[config.mk]
export PLATFORM = sky130hd
export DESIGN_NAME = temp_uart_reporter
export DESIGN_NICKNAME = d
export VERILOG_FILES = /design/src/rtl/temp_uart_reporter.sv
export SDC_FILE = /design/constraint.sdc
export NUM_CORES = 1
export LEC_CHECK = 0
export ABC_CLOCK_PERIOD_IN_PS = 3800
export CAP_MARGIN = 15
export CORE_AREA = 2 2 146 77
export DETAILED_ROUTE_END_ITERATION = 7
export DIE_AREA = 0 0 148 79
export GPL_TIMING_DRIVEN = 0
export HOLD_SLACK_MARGIN = 0.06
export SLEW_MARGIN = 25
export SYNTH_ARGS = -nofsm -noshare
export SYNTH_HDL_FRONTEND = slang
export SYNTH_SLANG_ARGS = --single-unit
export TNS_END_PERCENT = 20
[constraint.sdc]
create_clock -name clk -period 3.8 [get_ports clk]
set_clock_uncertainty 0.15 [all_clocks]
set_input_delay 0.38 -clock clk [delete_from_list [all_inputs] [get_ports clk]]
set_output_delay 0.38 -clock clk [all_outputs]
set_load 0.03 [all_outputs]
[src/rtl/temp_uart_reporter.sv]
`timescale 1ns / 1ps
// temp_uart_reporter
//
// Sends each new DHT11 temperature reading to a host terminal as three ASCII
// decimal digits followed by CR LF on a UART 8N1 line.
//
// Data path:
//   trigger detector -> one-deep pending buffer -> sequential bin-to-decimal
//   converter -> baud-timed serializer.
//
// Parameters:
//   CLKS_PER_BIT : clock cycles per UART bit. Legal range is 2..65535.
//
// Ports:
//   clk         : system clock. All logic runs on the rising edge.
//   rst         : asynchronous, active-high reset.
//   temperature : unsigned 8-bit reading from the reader.
//   data_valid  : reader valid level. It may stay high indefinitely.
//   tx          : UART serial line. Idles high.
//   busy        : high while a message is converting or transmitting.
//   overrun     : one-cycle pulse when a pending reading is overwritten.
module temp_uart_reporter #(
  parameter int unsigned CLKS_PER_BIT = 434
) (
  input  logic       clk,
  input  logic       rst,
  input  logic [7:0] temperature,
  input  logic       data_valid,
  output logic       tx,
  output logic       busy,
  output logic       overrun
);

  localparam logic [2:0] StIdle    = 3'd0;
  localparam logic [2:0] StConvert = 3'd1;
  localparam logic [2:0] StStart   = 3'd2;
  localparam logic [2:0] StData    = 3'd3;
  localparam logic [2:0] StStop    = 3'd4;

  localparam logic [15:0] BaudMax = 16'(CLKS_PER_BIT - 1);

  // Trigger detector and pending buffer
  logic       r_dv_q;
  logic [7:0] r_last_cap;
  logic [7:0] r_pend_val;
  logic       r_pend_full;

  // Converter and serializer
  logic [2:0]  r_state;
  logic [7:0]  r_work;      // remainder during conversion, ones digit afterwards
  logic [1:0]  r_hund;
  logic [3:0]  r_tens;
  logic [15:0] r_baud_cnt;
  logic [2:0]  r_bit_idx;
  logic [2:0]  r_byte_idx;
  logic        r_tx;

  logic [2:0]  w_state_d;
  logic [7:0]  w_work_d;
  logic [1:0]  w_hund_d;
  logic [3:0]  w_tens_d;
  logic [15:0] w_baud_d;
  logic [2:0]  w_bit_d;
  logic [2:0]  w_byte_d;
  logic [7:0]  w_cur_byte;
  logic        w_tx_d;

  logic w_event;
  logic w_consume;
  logic w_baud_done;

  // A reading is new on a rising edge of data_valid, or when the value moves
  // while data_valid is held high.
  assign w_event     = data_valid & (~r_dv_q | (temperature != r_last_cap));
  assign w_consume   = (r_state == StIdle) & r_pend_full;
  assign w_baud_done = (r_baud_cnt == BaudMax);

  // Overwrite of an unconsumed reading. A refill in the consume cycle is not
  // an overrun because the old value has just been taken.
  assign overrun = w_event & r_pend_full & ~w_consume;
  assign busy    = (r_state != StIdle);
  assign tx      = r_tx;

  always_ff @(posedge clk or posedge rst) begin
    if (rst) begin
      r_dv_q      <= 1'b0;
      r_last_cap  <= 8'd0;
      r_pend_val  <= 8'd0;
      r_pend_full <= 1'b0;
    end else begin
      r_dv_q <= data_valid;
      if (w_event) begin
        r_pend_val  <= temperature;
        r_pend_full <= 1'b1;
        r_last_cap  <= temperature;
      end else if (w_consume) begin
        r_pend_full <= 1'b0;
      end
    end
  end

  always_comb begin
    w_state_d = r_state;
    w_work_d  = r_work;
    w_hund_d  = r_hund;
    w_tens_d  = r_tens;
    w_baud_d  = r_baud_cnt;
    w_bit_d   = r_bit_idx;
    w_byte_d  = r_byte_idx;

    case (r_state)
      StIdle: begin
        if (r_pend_full) begin
          w_work_d  = r_pend_val;
          w_hund_d  = 2'd0;
          w_tens_d  = 4'd0;
          w_byte_d  = 3'd0;
          w_state_d = StConvert;
        end
      end

      // One subtraction per cycle. Hundreds are exhausted before tens, so the
      // tens branch only ever sees a value below 100.
      StConvert: begin
        if (r_work >= 8'd100) begin
          w_work_d = r_work - 8'd100;
          w_hund_d = r_hund + 2'd1;
        end else if (r_work >= 8'd10) begin
          w_work_d = r_work - 8'd10;
          w_tens_d = r_tens + 4'd1;
        end else begin
          w_baud_d  = 16'd0;
          w_state_d = StStart;
        end
      end

      StStart: begin
        if (w_baud_done) begin
          w_baud_d  = 16'd0;
          w_bit_d   = 3'd0;
          w_state_d = StData;
        end else begin
          w_baud_d = r_baud_cnt + 16'd1;
        end
      end

      StData: begin
        if (w_baud_done) begin
          w_baud_d = 16'd0;
          if (r_bit_idx == 3'd7) begin
            w_state_d = StStop;
          end else begin
            w_bit_d = r_bit_idx + 3'd1;
          end
        end else begin
          w_baud_d = r_baud_cnt + 16'd1;
        end
      end

      // Next start bit follows the stop bit with no idle gap.
      StStop: begin
        if (w_baud_done) begin
          w_baud_d = 16'd0;
          if (r_byte_idx == 3'd4) begin
            w_state_d = StIdle;
          end else begin
            w_byte_d  = r_byte_idx + 3'd1;
            w_state_d = StStart;
          end
        end else begin
          w_baud_d = r_baud_cnt + 16'd1;
        end
      end

      default: begin
        w_state_d = StIdle;
      end
    endcase
  end

  // Byte of the message selected by the next-cycle byte index. Leading zeros
  // are kept so every message has exactly three digits.
  always_comb begin
    w_cur_byte = 8'h0A;
    case (w_byte_d)
      3'd0:    w_cur_byte = 8'h30 + {6'd0, w_hund_d};
      3'd1:    w_cur_byte = 8'h30 + {4'd0, w_tens_d};
      3'd2:    w_cur_byte = 8'h30 + {4'd0, w_work_d[3:0]};
      3'd3:    w_cur_byte = 8'h0D;
      default: w_cur_byte = 8'h0A;
    endcase
  end

  // tx is registered from the next state so the line never glitches.
  always_comb begin
    w_tx_d = 1'b1;
    case (w_state_d)
      StStart: w_tx_d = 1'b0;
      StData:  w_tx_d = w_cur_byte[w_bit_d];
      default: w_tx_d = 1'b1;
    endcase
  end

  always_ff @(posedge clk or posedge rst) begin
    if (rst) begin
      r_state    <= StIdle;
      r_work     <= 8'd0;
      r_hund     <= 2'd0;
      r_tens     <= 4'd0;
      r_baud_cnt <= 16'd0;
      r_bit_idx  <= 3'd0;
      r_byte_idx <= 3'd0;
      r_tx       <= 1'b1;
    end else begin
      r_state    <= w_state_d;
      r_work     <= w_work_d;
      r_hund     <= w_hund_d;
      r_tens     <= w_tens_d;
      r_baud_cnt <= w_baud_d;
      r_bit_idx  <= w_bit_d;
      r_byte_idx <= w_byte_d;
      r_tx       <= w_tx_d;
    end
  end

endmodule
==> reports/results.txt, run 1 <==
Status = finished, final reports clean
I/O pin cnt = 14
CTS clock-pin slew for the worst setup and hold paths = 0.07 ns
Slew margin rel. = 42.30%
Post-synth EDFFs = 0
Max FO, Critical Path = 3
Largest net degree at the start of global routing = 51
Antenna viol nets, final = 0
Ys async rst share = 100.0%
Cell taking the most area after synthesis = dfrtp_1
Static leakage = 0.001463 uW
Syn Nets = 351
Yosys warnings = 0
Pwr dens = 586.1 nW/um2
Avg WL per Cell = 15.39 um
Initial Utilization = 28.80%
P&R area growth vs syn = 15.17%
Buffers on Ports = 13
Post-DP Area = 3349 um2
Fmax = 0.2973 GHz
Die ar. = 11690 um2
Total power = 2049 uW
# clock sinks = 50
Core Util, Final = 33.17%
Sequential share of the synthesized area = 41.26%
CTS resizes = 0
Number of fill cells = 1091
Dpl ws = 0.4390 ns
Mapped Area = 3035 um2
Via count = 2536
Ant diodes = 0
Core area = 10540 um2
Final setup fails = 0
RSZ-0062 raised after global routing = false
Worst Hold Launch = r_tens[2]
CTS Buf Count = 5
Clock latency on the worst-skew pair = 0.30 ns
Synth Flop Type = dfrtp_1
HPWL after detailed placement = 5736 um
Fin nets = 371
Origin of the worst setup path = temperature[7]
Unique masters post-synth = 66
CP Data Required Time = 3.27 ns
CTS H-Tree Depth = 2
Reg2reg start = r_work[2]
Commonest non-fill, non-tap cell in the layout = dfrtp_1
Antenna violations before repair = 0
Drt drc = 0
WS Path Type = primary input to output port
FF+latch count, synth = 50
Post-synthesis instance total = 329
Initial DRC Count = 196
Final count of hold timing violations = 0
Yosys top cell area share = 40.40%
Fin crit share = 88.52%
CTS tree = done
PnR worst setup slack = 0.4364 ns
Std-Cell Rows = 27
Final-report max-slew violation count = 0
Width of the die = 148 um
Crit path time final = 3.364 ns
Worst Max-Slew Pin Slew = 0.8543 ns
Critical Path End = overrun
Final wirelength = 7620 um
Sum of negative setup slack = 0 ns
Root Buffer Master = clkbuf_16
Via density per instance = 5.123
Critical path arrival = 2.83 ns
Hold Buf Count CTS = 0
Vias in the first global route = 2330
Share of layout cells above drive strength 1 = 10.00%
R2R Setup Slk = 0.56 ns
First-pass DRT Iterations = 5
Clock buffer depth = 2
Overall routing resource usage = 13.85%
Synth area leaders = dfrtp_1 40%, nand2_1 4.6%, ha_1 4.5%
GPL Wtd Cong = 0.8660
Post-route cell area = 3496 um2
Critical R2R Capture = r_baud_cnt[10]
Worst Setup End Kind = output port
Commonest non-fill, non-tap cells in the layout = 49 x dfrtp_1, 37 x nand2_1, 29 x nor2_1
# Max-Cap Violations = 0
GR Overflow Total = 0
First-pass GRT wire length = 12720 um
Peak VDD IR = 274.4 uV
Worst hold path type = flip-flop to flip-flop
Die height = 79 um
Post-CTS Setup Bufs = 0
Startpoint types = primary input
Reg2Reg Depth = 10
Synthesized area per cell = 9.226 um2
-- sequential cells by signal (all words and copies together) (netlist names) --
register     cells
r_baud_cnt      16
r_bit_idx        3
r_byte_idx       3
r_dv_q           1
r_hund           2
r_pend_full      1
r_pend_val       8
r_state          3
r_tens           4
r_work           8
tx               1
-- report_power, final --
part	internal, uW	switching (uW)	leakage (uW)
clock network	244	211	0.0000698
logic	310	520	0.000753
registers	649	114	0.000641
total	1200	845	0.00146
-- worst max-delay path: stages --
cell and delay, ns:
clkdlybuf4s50_1 0.44, xor2_1 0.16, nor4_1 0.27, nand3_1 0.14
o41ai_1 0.71, nor2_1 0.11, clkdlybuf4s50_1 0.62
-- through the flow --
| stage | hold slack [ns] | cells |
|---|---|---|
| floorplan | 0.2614 | 329 |
| global placement | 0.3317 | 487 |
| detailed placement | 0.3431 | 487 |
| CTS | 0.3551 | 495 |
| global route | 0.3844 | 495 |
| finish | 0.3607 | 495 |
-- how the worst min path moves through the flow --
stage / end / slack [ns] / cells past startpoint
2_1_floorplan: r_dv_q / 0.26 / 0
3_3_place_gp: r_tens[2] / 0.33 / 1
3_5_place_dp: r_tens[2] / 0.34 / 1
4_1_cts: r_tens[2] / 0.36 / 1
5_1_grt: r_tens[2] / 0.38 / 1
6_report: r_tens[2] / 0.36 / 1
-- logic make-up (layout without fill, tap and decap cells) --
logic type / Yosys count / after routing / share of synthesized area, %
AND/OR/NAND/NOR: 132 / 132 / 23.08
AO/OA/AOI/OAI: 79 / 79 / 18.47
flip-flops: 50 / 50 / 41.26
buffers and inverters: 28 / 49 / 3.503
XOR/XNOR: 18 / 18 / 5.194
adder cells (fa/ha/maj): 11 / 11 / 4.534
multiplexers: 11 / 11 / 3.957
-- Yosys cell counts, types with 4 or more instances --
library cell and number:
dfrtp_1 49, nand2_1 37, nor2_1 29, o21ai_0 25, inv_1 16, xor2_1 14
a21oi_1 13, nand3_1 13, ha_1 11, clkbuf_1 9, mux2_2 8, nor3_1 7
or3_1 6, and2_1 5, nand4_1 5, nor3b_1 5, a21o_1 4, nor2b_1 4
xnor2_1 4
-- metal layers --
metal | part of all wire, % | vias up | track usage, %
met1 | 57 | 1241 | 23.07
met5 | 0 | - | 0
met3 | 5.6 | 10 | 2.989
met2 | 37 | 71 | 17.08
li1 | - | 1214 | -
met4 | 1.1 | 0 | 3.429
-- cell type report --
type / instances / area [um2] / area share [%]
buffer: 11 / 42.54 / 1.217
clock buffer: 5 / 125.1 / 3.579
clock inverter: 3 / 21.27 / 0.6084
inverter: 17 / 66.31 / 1.897
multi-input combinational: 251 / 1677 / 47.96
sequential: 50 / 1252 / 35.83
tap: 145 / 181.4 / 5.190
timing repair buffer: 13 / 130.1 / 3.722
No activity file was read; power rests on OpenSTA's default activity.
==> run 2: changes to the inputs <==
--- a/config.mk
+++ b/config.mk
@@ -12,6 +12,7 @@
 export DIE_AREA = 0 0 148 79
 export GPL_TIMING_DRIVEN = 0
 export HOLD_SLACK_MARGIN = 0.06
+export MAX_ROUTING_LAYER = met4
 export SLEW_MARGIN = 25
 export SYNTH_ARGS = -nofsm -noshare
 export SYNTH_HDL_FRONTEND = slang
==> run 2 against run 1 <==
  * Sequential power hardly changed
  * Count of clock-buffer cells in the layout unchanged
  * Worst hold slack got worse by 0.0042 ns
  * Largest power group unchanged
  * Cell area did not move
  * First-iteration DRC count is 0.51% lower
  * Highest routed layer unchanged
  * Wire length fell by 0.13%
==> reports/results.txt, run 2 (same netlist as run 1, synthesis figures left out) <==
Max reg flops = 16
Reg2reg start = r_baud_cnt[1]
Via count = 2513
Final-report max-slew violation count = 0
Pwr dens = 585.5 nW/um2
Slew margin rel. = 42.63%
Final wirelength = 7610 um
HPWL after detailed placement = 5736 um
Met3 Resource Use GR = 2.989%
R2R Setup Slk = 0.53 ns
Core area = 10540 um2
Fmax = 0.2975 GHz
Largest registers = r_baud_cnt x16, r_pend_val x8, r_work x8
Worst hold path type = flip-flop to flip-flop
Startpoint types = primary input
Clock buffer depth = 2
Sequential cell area = 1252 um2
Ant diodes = 0
CTS resizes = 0
Met2 Resource Use GR = 17.04%
CP Data Required Time = 3.27 ns
Fin nets = 371
Reg2Reg Depth = 10
Drt drc = 0
Worst Hold Launch = r_tens[2]
# Max-Cap Violations = 0
Slowest stage delay, CP = 0.71 ns
Antenna violations before repair = 0
Status = finished, final reports clean
Multi-input logic area = 1677 um2
Antenna viol nets, final = 0
First-pass DRT Iterations = 5
Root Buffer Master = clkbuf_16
Final non-filler cell total = 495
Hold Buf Count CTS = 0
Hold Path Depth = 1
Max FO, Critical Path = 3
Fin crit share = 88.46%
Die height = 79 um
Avg WL per Cell = 15.37 um
Commonest non-fill, non-tap cell in the layout = dfrtp_1
Worst Max-Slew Pin Slew = 0.8494 ns
Critical R2R Capture = tx
Overall routing resource usage = 14.25%
CTS H-Tree Depth = 2
Final count of hold timing violations = 0
Initial DRC Count = 195
I/O pin cnt = 14
Number of fill cells = 1091
Total power = 2047 uW
Worst Setup End Kind = output port
# clock sinks = 50
Hold path endpoint = r_tens[2]
Final setup fails = 0
Placed cells = 487
Peak VDD IR = 274.6 uV
GPL Wtd Cong = 0.8800
Sum of negative setup slack = 0 ns
Top delay family on crit path = buffers and inverters
Worst path cell trace = clkdlybuf4s50_1 -> xor2_1 -> nor4_1 -> nand3_1 -> o41ai_1 -> nor2_1 -> clkdlybuf4s50_1
P&R area growth vs syn = 15.17%
First-pass GRT wire length = 12740 um
Crit path buf inv count = 2
Static leakage = 0.001463 uW
RSZ-0062 raised after global routing = false
Most used cell, CP = clkdlybuf4s50_1
Most used routing layer = met1
Commonest non-fill, non-tap cells in the layout = 49 x dfrtp_1, 37 x nand2_1, 29 x nor2_1
CTS clock-pin slew for the worst setup and hold paths = 0.08 ns
WS Path Type = primary input to output port
Crit path max-delay cell type = o41ai_1
Share of layout cells above drive strength 1 = 10.00%
CTS Buf Count = 5
Clock latency on the worst-skew pair = 0.30 ns
GR Overflow Total = 0
Die ar. = 11690 um2
Buffers on Ports = 13
Most flop-heavy register = r_baud_cnt
Std-Cell Rows = 27
Largest net degree at the start of global routing = 51
Crit path time final = 3.361 ns
Met1 global-route usage = 23.14%
Width of the die = 148 um
Initial Utilization = 28.80%
Post-CTS Setup Bufs = 0
Vias in the first global route = 2322
CTS tree = done
Core Util, Final = 33.17%
Via density per instance = 5.077
Critical path arrival = 2.83 ns
run 2: worst register-to-register path: stages, from the launching register on:
cell and delay [ns]:
dfrtp_1 0.41, inv_1 0.07, ha_1 0.15, or3b_2 0.50
nor4_1 0.57, nand2_1 0.20, o21ai_1 0.42, a21o_1 0.14
a21oi_1 0.07, o31a_1 0.29, a22oi_2 0.22
run 2: metal layers:
layer / wire length, um / share of wire [%]
met5: 0 / 0
met4: 80 / 1.1
met1: 4339 / 57
met2: 2744 / 36
met3: 445 / 5.8
run 2: cell type report:
type	count	share of cell area, %
buffer	11	1.217
clock buffer	5	3.579
clock inverter	3	0.6084
inverter	17	1.897
multi-input combinational	251	47.96
sequential	50	35.83
tap	145	5.190
timing repair buffer	13	3.722
run 2: power by group:
group,internal (uW),leakage [uW],switching [uW],total [uW]
combinational,310,0.000753,515,825
sequential,649,0.000641,114,763
clock,245,0.0000698,214,459
total,1200,0.00146,843,2050
run 2: worst max path at each step:
stage                   start  cells after the start        endpoint
2_1_floorplan       r_work[2]                     10  r_baud_cnt[12]
3_3_place_gp   temperature[7]                      7         overrun
3_5_place_dp   temperature[7]                      7         overrun
4_1_cts        temperature[7]                      7         overrun
5_1_grt        temperature[6]                      7         overrun
6_report       temperature[7]                      7         overrun
run 2: per-stage QoR:
stage	setup slack (ns)	instance area, um2	hold slack, ns
finish	0.4386	3496	0.3565
global route	0.3170	3496	0.3844
CTS	0.4224	3496	0.3551
detailed placement	0.4390	3349	0.3431
global placement	0.4213	3347	0.3317
floorplan	1.057	3035	0.2614
